==> src/rtl/spi_frame_slave_if.sv <==
// Bus bundle between the SPI frame slave, its SPI master pins and the register bank.
// The slave modport is the design side; the master modport drives pins and bank data.
interface spi_frame_slave_if #(
  parameter int ADDR_W = 3,
  parameter int REG_W  = 8
);
  logic              spi_cs_n;
  logic              spi_clk;
  logic              spi_mosi;
  logic              spi_miso;
  logic [ADDR_W-1:0] reg_addr;
  logic [REG_W-1:0]  reg_data_i;
  logic [REG_W-1:0]  reg_data_o;
  logic              reg_data_o_vld;
  logic [REG_W-1:0]  status;
  logic              frame_abort;

  modport slave (
    input  spi_cs_n, spi_clk, spi_mosi, reg_data_i, status,
    output spi_miso, reg_addr, reg_data_o, reg_data_o_vld, frame_abort
  );

  modport master (
    output spi_cs_n, spi_clk, spi_mosi, reg_data_i, status,
    input  spi_miso, reg_addr, reg_data_o, reg_data_o_vld, frame_abort
  );
endinterface

==> src/rtl/spi_frame_slave.sv <==
// Oversampled SPI mode-0 slave: command byte + REG_W data bits become register writes/reads.
// Define SPI_FRAME_STATUS_EN to shift status[7:0] out on MISO during the command byte.
module spi_frame_slave #(
  parameter int ADDR_W      = 3,
  parameter int REG_W       = 8,
  parameter int SYNC_STAGES = 2
) (
  input  logic             clk,
  input  logic             rst,
  input  logic             ena,
  spi_frame_slave_if.slave bus
);
  localparam int CNT_W = $clog2(REG_W + 1);

  typedef enum logic [2:0] {IDLE, CMD, LOAD, DATA, DONE} fsmState_e;

  logic [SYNC_STAGES-1:0] csSync_q;
  logic [SYNC_STAGES-1:0] sclkSync_q;
  logic [SYNC_STAGES-1:0] mosiSync_q;
  logic                   csPrev_q;
  logic                   sclkPrev_q;

  logic csFall;
  logic csRise;
  logic sclkRise;
  logic sclkFall;
  logic mosiBit;

  fsmState_e         state_q;
  logic [CNT_W-1:0]  bitCnt_q;
  logic [6:0]        cmdShift_q;
  logic [REG_W-2:0]  rxShift_q;
  logic [REG_W-2:0]  txShift_q;
  logic              isWrite_q;
  logic              miso_q;
  logic [ADDR_W-1:0] regAddr_q;
  logic [REG_W-1:0]  regDataOut_q;
  logic              regDataVld_q;
  logic              frameAbort_q;
`ifdef SPI_FRAME_STATUS_EN
  logic [6:0]        stsShift_q;
`endif

  logic [7:0]        cmd_d;
  logic [REG_W-1:0]  rx_d;
  logic [REG_W-1:0]  loadVal_d;
  logic              unusedStatus;

  always_ff @(posedge clk) begin
    if (rst) begin
      csSync_q   <= '0;
      sclkSync_q <= '0;
      mosiSync_q <= '0;
      csPrev_q   <= 1'b0;
      sclkPrev_q <= 1'b0;
    end else begin
      csSync_q   <= {csSync_q[SYNC_STAGES-2:0], bus.spi_cs_n};
      sclkSync_q <= {sclkSync_q[SYNC_STAGES-2:0], bus.spi_clk};
      mosiSync_q <= {mosiSync_q[SYNC_STAGES-2:0], bus.spi_mosi};
      csPrev_q   <= csSync_q[SYNC_STAGES-1];
      sclkPrev_q <= sclkSync_q[SYNC_STAGES-1];
    end
  end

  assign csFall   = csPrev_q & ~csSync_q[SYNC_STAGES-1];
  assign csRise   = ~csPrev_q & csSync_q[SYNC_STAGES-1];
  assign sclkRise = ~sclkPrev_q & sclkSync_q[SYNC_STAGES-1];
  assign sclkFall = sclkPrev_q & ~sclkSync_q[SYNC_STAGES-1];
  assign mosiBit  = mosiSync_q[SYNC_STAGES-1];

  assign cmd_d     = {cmdShift_q, mosiBit};
  assign rx_d      = {rxShift_q, mosiBit};
  assign loadVal_d = isWrite_q ? '0 : bus.reg_data_i;

  // The fall that ends the last command bit lands in DATA with bitCnt_q still 0; it must not
  // shift, otherwise the data MSB would leave MISO before the master samples it.
  always_ff @(posedge clk) begin
    if (rst || !ena) begin
      state_q      <= IDLE;
      bitCnt_q     <= '0;
      cmdShift_q   <= '0;
      rxShift_q    <= '0;
      txShift_q    <= '0;
      isWrite_q    <= 1'b0;
      miso_q       <= 1'b0;
      regAddr_q    <= '0;
      regDataOut_q <= '0;
      regDataVld_q <= 1'b0;
      frameAbort_q <= 1'b0;
`ifdef SPI_FRAME_STATUS_EN
      stsShift_q   <= '0;
`endif
    end else begin
      regDataVld_q <= 1'b0;
      frameAbort_q <= 1'b0;
      case (state_q)
        IDLE: begin
          miso_q <= 1'b0;
          if (csFall) begin
            state_q    <= CMD;
            bitCnt_q   <= '0;
            cmdShift_q <= '0;
            rxShift_q  <= '0;
            txShift_q  <= '0;
`ifdef SPI_FRAME_STATUS_EN
            miso_q     <= bus.status[7];
            stsShift_q <= bus.status[6:0];
`endif
          end
        end

        CMD: begin
          if (csRise) begin
            state_q      <= IDLE;
            frameAbort_q <= 1'b1;
            miso_q       <= 1'b0;
          end else if (sclkRise) begin
            cmdShift_q <= cmd_d[6:0];
            if (bitCnt_q == CNT_W'(7)) begin
              isWrite_q <= cmd_d[7];
              regAddr_q <= cmd_d[ADDR_W-1:0];
              miso_q    <= 1'b0;
              state_q   <= LOAD;
            end else begin
              bitCnt_q <= bitCnt_q + CNT_W'(1);
            end
          end
`ifdef SPI_FRAME_STATUS_EN
          else if (sclkFall && (bitCnt_q != '0)) begin
            miso_q     <= stsShift_q[6];
            stsShift_q <= {stsShift_q[5:0], 1'b0};
          end
`endif
        end

        LOAD: begin
          if (csRise) begin
            state_q      <= IDLE;
            frameAbort_q <= 1'b1;
            miso_q       <= 1'b0;
          end else begin
            txShift_q <= loadVal_d[REG_W-2:0];
            miso_q    <= loadVal_d[REG_W-1];
            bitCnt_q  <= '0;
            state_q   <= DATA;
          end
        end

        DATA: begin
          if (sclkRise && (bitCnt_q == CNT_W'(REG_W - 1))) begin
            if (isWrite_q) begin
              regDataOut_q <= rx_d;
              regDataVld_q <= 1'b1;
            end
            miso_q  <= 1'b0;
            state_q <= csRise ? IDLE : DONE;
          end else if (csRise) begin
            state_q      <= IDLE;
            frameAbort_q <= 1'b1;
            miso_q       <= 1'b0;
          end else if (sclkRise) begin
            rxShift_q <= rx_d[REG_W-2:0];
            bitCnt_q  <= bitCnt_q + CNT_W'(1);
          end else if (sclkFall && (bitCnt_q != '0)) begin
            miso_q    <= txShift_q[REG_W-2];
            txShift_q <= {txShift_q[REG_W-3:0], 1'b0};
          end
        end

        DONE: begin
          miso_q <= 1'b0;
          if (csRise) begin
            state_q <= IDLE;
          end
        end

        default: begin
          state_q <= IDLE;
          miso_q  <= 1'b0;
        end
      endcase
    end
  end

  assign unusedStatus = ^bus.status;

  assign bus.spi_miso       = miso_q;
  assign bus.reg_addr       = regAddr_q;
  assign bus.reg_data_o     = regDataOut_q;
  assign bus.reg_data_o_vld = regDataVld_q;
  assign bus.frame_abort    = frameAbort_q;
endmodule

==> src/flat_wrapper.sv <==
// flat-port wrapper written by rule: the top's interface ports become plain ports
module spi_frame_slave_flat 
#(
  parameter int ADDR_W      = 3,
  parameter int REG_W       = 8,
  parameter int SYNC_STAGES = 2
)
  (clk, rst, ena, bus_spi_cs_n, bus_spi_clk, bus_spi_mosi, bus_reg_data_i, bus_status, bus_spi_miso, bus_reg_addr, bus_reg_data_o, bus_reg_data_o_vld, bus_frame_abort);
  spi_frame_slave_if #(.ADDR_W(ADDR_W), .REG_W(REG_W)) bus_i ();
  input  logic clk;
  input  logic rst;
  input  logic ena;
  input wire logic [$bits(bus_i.spi_cs_n)-1:0] bus_spi_cs_n;
  input wire logic [$bits(bus_i.spi_clk)-1:0] bus_spi_clk;
  input wire logic [$bits(bus_i.spi_mosi)-1:0] bus_spi_mosi;
  input wire logic [$bits(bus_i.reg_data_i)-1:0] bus_reg_data_i;
  input wire logic [$bits(bus_i.status)-1:0] bus_status;
  output wire logic [$bits(bus_i.spi_miso)-1:0] bus_spi_miso;
  output wire logic [$bits(bus_i.reg_addr)-1:0] bus_reg_addr;
  output wire logic [$bits(bus_i.reg_data_o)-1:0] bus_reg_data_o;
  output wire logic [$bits(bus_i.reg_data_o_vld)-1:0] bus_reg_data_o_vld;
  output wire logic [$bits(bus_i.frame_abort)-1:0] bus_frame_abort;
  assign bus_i.spi_cs_n = bus_spi_cs_n;
  assign bus_i.spi_clk = bus_spi_clk;
  assign bus_i.spi_mosi = bus_spi_mosi;
  assign bus_i.reg_data_i = bus_reg_data_i;
  assign bus_i.status = bus_status;
  assign bus_spi_miso = bus_i.spi_miso;
  assign bus_reg_addr = bus_i.reg_addr;
  assign bus_reg_data_o = bus_i.reg_data_o;
  assign bus_reg_data_o_vld = bus_i.reg_data_o_vld;
  assign bus_frame_abort = bus_i.frame_abort;
  spi_frame_slave #(.ADDR_W(ADDR_W), .REG_W(REG_W), .SYNC_STAGES(SYNC_STAGES)) u_core (.clk(clk), .rst(rst), .ena(ena), .bus(bus_i));
endmodule
==> config.mk <==
export PLATFORM = sky130hd
export DESIGN_NAME = spi_frame_slave_flat
export DESIGN_NICKNAME = d
export VERILOG_FILES = /design/src/rtl/spi_frame_slave_if.sv /design/src/rtl/spi_frame_slave.sv /design/src/flat_wrapper.sv
export SDC_FILE = /design/constraint.sdc
export NUM_CORES = 1
export LEC_CHECK = 0
export BUFFER_PORTS_ARGS = -buffer_cell sky130_fd_sc_hd__buf_4
export CORE_AREA = 4 4 79 73
export CTS_CLUSTER_DIAMETER = 60
export DETAILED_ROUTE_END_ITERATION = 16
export DIE_AREA = 0 0 83 77
export GPL_TIMING_DRIVEN = 0
export PLACE_DENSITY_LB_ADDON = 0.2
export RECOVER_POWER = 100
export REMOVE_ABC_BUFFERS = 1
export SETUP_SLACK_MARGIN = 0.1
export SLEW_MARGIN = 5
export SYNTH_ARGS = -nofsm -noshare
export SYNTH_HDL_FRONTEND = slang
export SYNTH_SLANG_ARGS = --single-unit
==> constraint.sdc <==
create_clock -name clk -period 2 [get_ports clk]
set_input_delay 0.3 -clock clk [delete_from_list [all_inputs] [get_ports clk]]
set_output_delay 0.3 -clock clk [all_outputs]
set_load 0.005 [all_outputs]
==> results.yml <==
layout:
  drive_gt1_frac: 0.210
  layout_commonest_cell: "dfxtp_1"
  final_cells: 308
  nets: 267
  antenna-diode-count: 0
  finish.instance_area_sq_um: 2510
  nFillCells: 472
  area_delta_synth_final_pct: 16.1
  final_cell_mix: "48 x dfxtp_1, 22 x nor2_1, 16 x a21oi_1"
synthesis:
  synthCells: 220
  syn_area_sq_um: 2160
  synth.avg_cell_area_sq_um: 9.83
  ys_ff_latch: 51
  yosysWarningCount: 0
  synth_cell_type_count: 45
  ys_seq_area_frac: 0.472
floorplan:
  io_pins: 36
  die_area_sq_um: 6390
  dieWidth_microns: 83
  dieHeight_microns: 77
  rows: 24
  core-area_sq_um: 4860
  start_util: 0.444
sta:
  setup_viol: 0
  period_minus_slack_ns: 1.80
  tightest_slew_ns: 0.748
  finalMaxSlewViolations: 0
  clock.fmax_mhz: 554
  setup_ws_ns: 0.196
  max_slew_margin: 0.501
  period_share: 0.902
  skew_ns: 0.00682
  rsz0062_at_grt: "false"
  hold_viol_final: 0
critical_path:
  endpoint_kind: "flip-flop"
  reg2reg_setup_slack_ns: 0.20
  r2r-start: "u_core.bitCnt_q[0]"
  crit_fanout: 7
  worstPathArrival_ns: 2.03
  reg2reg_to: "u_core.txShift_q[0]"
  timing_worst_setup_path_type: "flip-flop to flip-flop"
  ff2ff_path_depth: 7
  critPathRequiredTime_ns: 2.23
  worstSetupStartpointType: "flip-flop"
power:
  p_comb_frac: 0.042
  leakage_nw: 0.838
  p_clk_frac: 0.381
  p_switching_mw: 0.364
  ir_drop_mv: 0.496
  swShare: 0.204
  power_density_nw_per_um2: 710
  power_frac_seq: 0.577
  intPower_mw: 1.42
placed_design:
  gp_congestion: 0.767
  place_area_sq_um: 2370
  place_ws_ns: -0.334
  dp_hpwl_microns: 2810
  place_inst: 299
  numPortBuffers: 27
clocking:
  cts_inserted_buffers: 5
  cts_hold_buf: 0
  h-tree-depth: 2
  cts_tree: "done"
  clkLatencyLatePin_ns: 0.30
  cts-root-buf: "clkbuf_8"
  path_clk_slew_ns: 0.08
  cts.path.max_buffers: 2
  numClockSinks: 51
routing:
  wl_per_cell_microns: 13.3
  postRouteAntennaNets: 0
  firstDrtPassIters: 4
  drt_iter0_drc: 82
  routed_wl_microns: 4090
  via_per_inst: 5.24
  routed-via-count: 1615
  remaining_drc_errors: 0
hold_path:
  min_path_type: "input port to flip-flop"
  holdPathEnd: "u_core.csSync_q[0]"
  hp-start: "bus_spi_cs_n"
  hold_depth: 2
flow_run:
  maxCapViolations: 0
grt:
  grt_pass1_vias: 1436
  grt_usage: 0.130
  grt_max_degree: 35
  overflow: 0
  antenna_found_initial: 0
  grt_pass1_wl_microns: 6840
outcome:
  outcome: "finished, final reports clean"
[routing by layer]
metal	up-vias	part of all wire	track usage
met2	27	0.44	0.194
met4	0	0.013	0.0490
met5	-	0	0
li1	828	-	-
met3	5	0.046	0.0397
met1	755	0.50	0.176
[synth_stat cells, drive strengths merged]
cell    number  area share
a211oi      10       0.043
a21boi       1      0.0035
a21oi       16       0.037
a22o         7       0.028
a22oi        7       0.024
and2         4       0.012
and2b        1      0.0035
and3         3       0.011
and3b        1      0.0041
and4b        1      0.0046
buf          9       0.028
clkbuf       4      0.0069
dfxtp       51        0.47
ha           2       0.012
inv          5      0.0087
mux2i       13       0.060
nand2       13       0.023
nand2b       4       0.013
nand3        4      0.0093
nand3b       2      0.0069
nand4        8       0.023
nor2        25       0.050
nor2b       12       0.035
nor3         2      0.0046
nor4         4       0.019
nor4b        1       0.011
o21a         1      0.0035
o21ai        2      0.0046
o311ai       2       0.012
o31ai        1      0.0035
o32ai        1      0.0041
o41ai        1       0.013
or4          1      0.0035
xnor2        1      0.0041
[state kept, by name, summed over array words and instances, names as in the netlist]
signal	count
u_core.bitCnt_q	4
u_core.bus.frame_abort	1
u_core.txShift_q	7
u_core.cmdShift_q	7
u_core.bus.spi_miso	1
u_core.sclkSync_q	2
u_core.bus.reg_data_o_vld	1
u_core.bus.reg_data_o	8
u_core.csSync_q	2
u_core.mosiSync_q	2
u_core.state_q	3
u_core.sclkPrev_q	1
u_core.csPrev_q	1
u_core.rxShift_q	7
u_core.bus.reg_addr	3
u_core.isWrite_q	1
[layout make-up]
class                      instances  area, sq um  area share
inverter                           5         18.8     0.00747
tap                               65         81.3      0.0324
clock inverter                     2         37.5      0.0149
sequential                        51         1030       0.409
multi-input combinational        151         1070       0.427
timing repair buffer              29          206      0.0822
clock buffer                       5         68.8      0.0274
[how the worst max path moves through the flow]
stage / startpoint / end / slack (ns)
2_1_floorplan: u_core.state_q[0] / u_core.bus.reg_data_o[0] / 0.13
3_3_place_gp: u_core.state_q[0] / u_core.bus.reg_data_o[4] / -0.36
3_5_place_dp: u_core.state_q[0] / u_core.bus.reg_data_o[2] / -0.33
4_1_cts: u_core.state_q[2] / u_core.rxShift_q[2] / 0.12
5_1_grt: u_core.bitCnt_q[0] / u_core.rxShift_q[2] / 0.08
6_report: u_core.bitCnt_q[0] / u_core.txShift_q[0] / 0.20
[timing repair]
item                                    in CTS  in global routing
setup buffers                                0                  2
endpoints found under the setup margin      24                 23
gates resized for setup                      4                  7
pin swaps                                    1                  0
[through the flow]
step / setup TNS [ns] / hold WS, ns / utilization / power (mW)
after global routing: 0 / 0.219 / 0.516 / 1.86
after floorplan: 0 / 0.367 / - / 1.09
after global placement: -4.59 / 0.418 / 0.487 / 1.13
after CTS: 0 / 0.206 / 0.511 / 1.80
after detailed placement: -3.47 / 0.424 / 0.488 / 1.13
final: 0 / 0.216 / 0.516 / 1.78
[power by group through the flow]
| stage | Sequential (mW) | Clock [mW] | Combinational [mW] |
|---|---|---|---|
| CTS | 1.03 | 0.701 | 0.0748 |
| floorplan | 1.05 | 0 | 0.0401 |
| finish | 1.03 | 0.679 | 0.0749 |
| detailed placement | 1.05 | 0 | 0.0745 |
| global route | 1.03 | 0.744 | 0.0829 |
| global placement | 1.05 | 0 | 0.0737 |
[worst max-delay path, stage by stage, from the launching register on]
cell	delay, ns
dfxtp_1	0.37
inv_1	0.08
ha_1	0.19
inv_1	0.07
o311ai_2	0.12
o41ai_4	0.39
and2_2	0.33
mux2i_1	0.19
[cell families (layout without fill, tap and decap cells)]
logic type	after synthesis	after routing	share of synthesized area
compound gates	49	49	0.176
xor+xnor	1	1	0.00405
fa+ha+maj	2	2	0.0116
buf+inv	18	41	0.0440
flops	51	51	0.472
mux	13	13	0.0602
simple gates	86	86	0.232
Power figures use the tool's default switching activity.
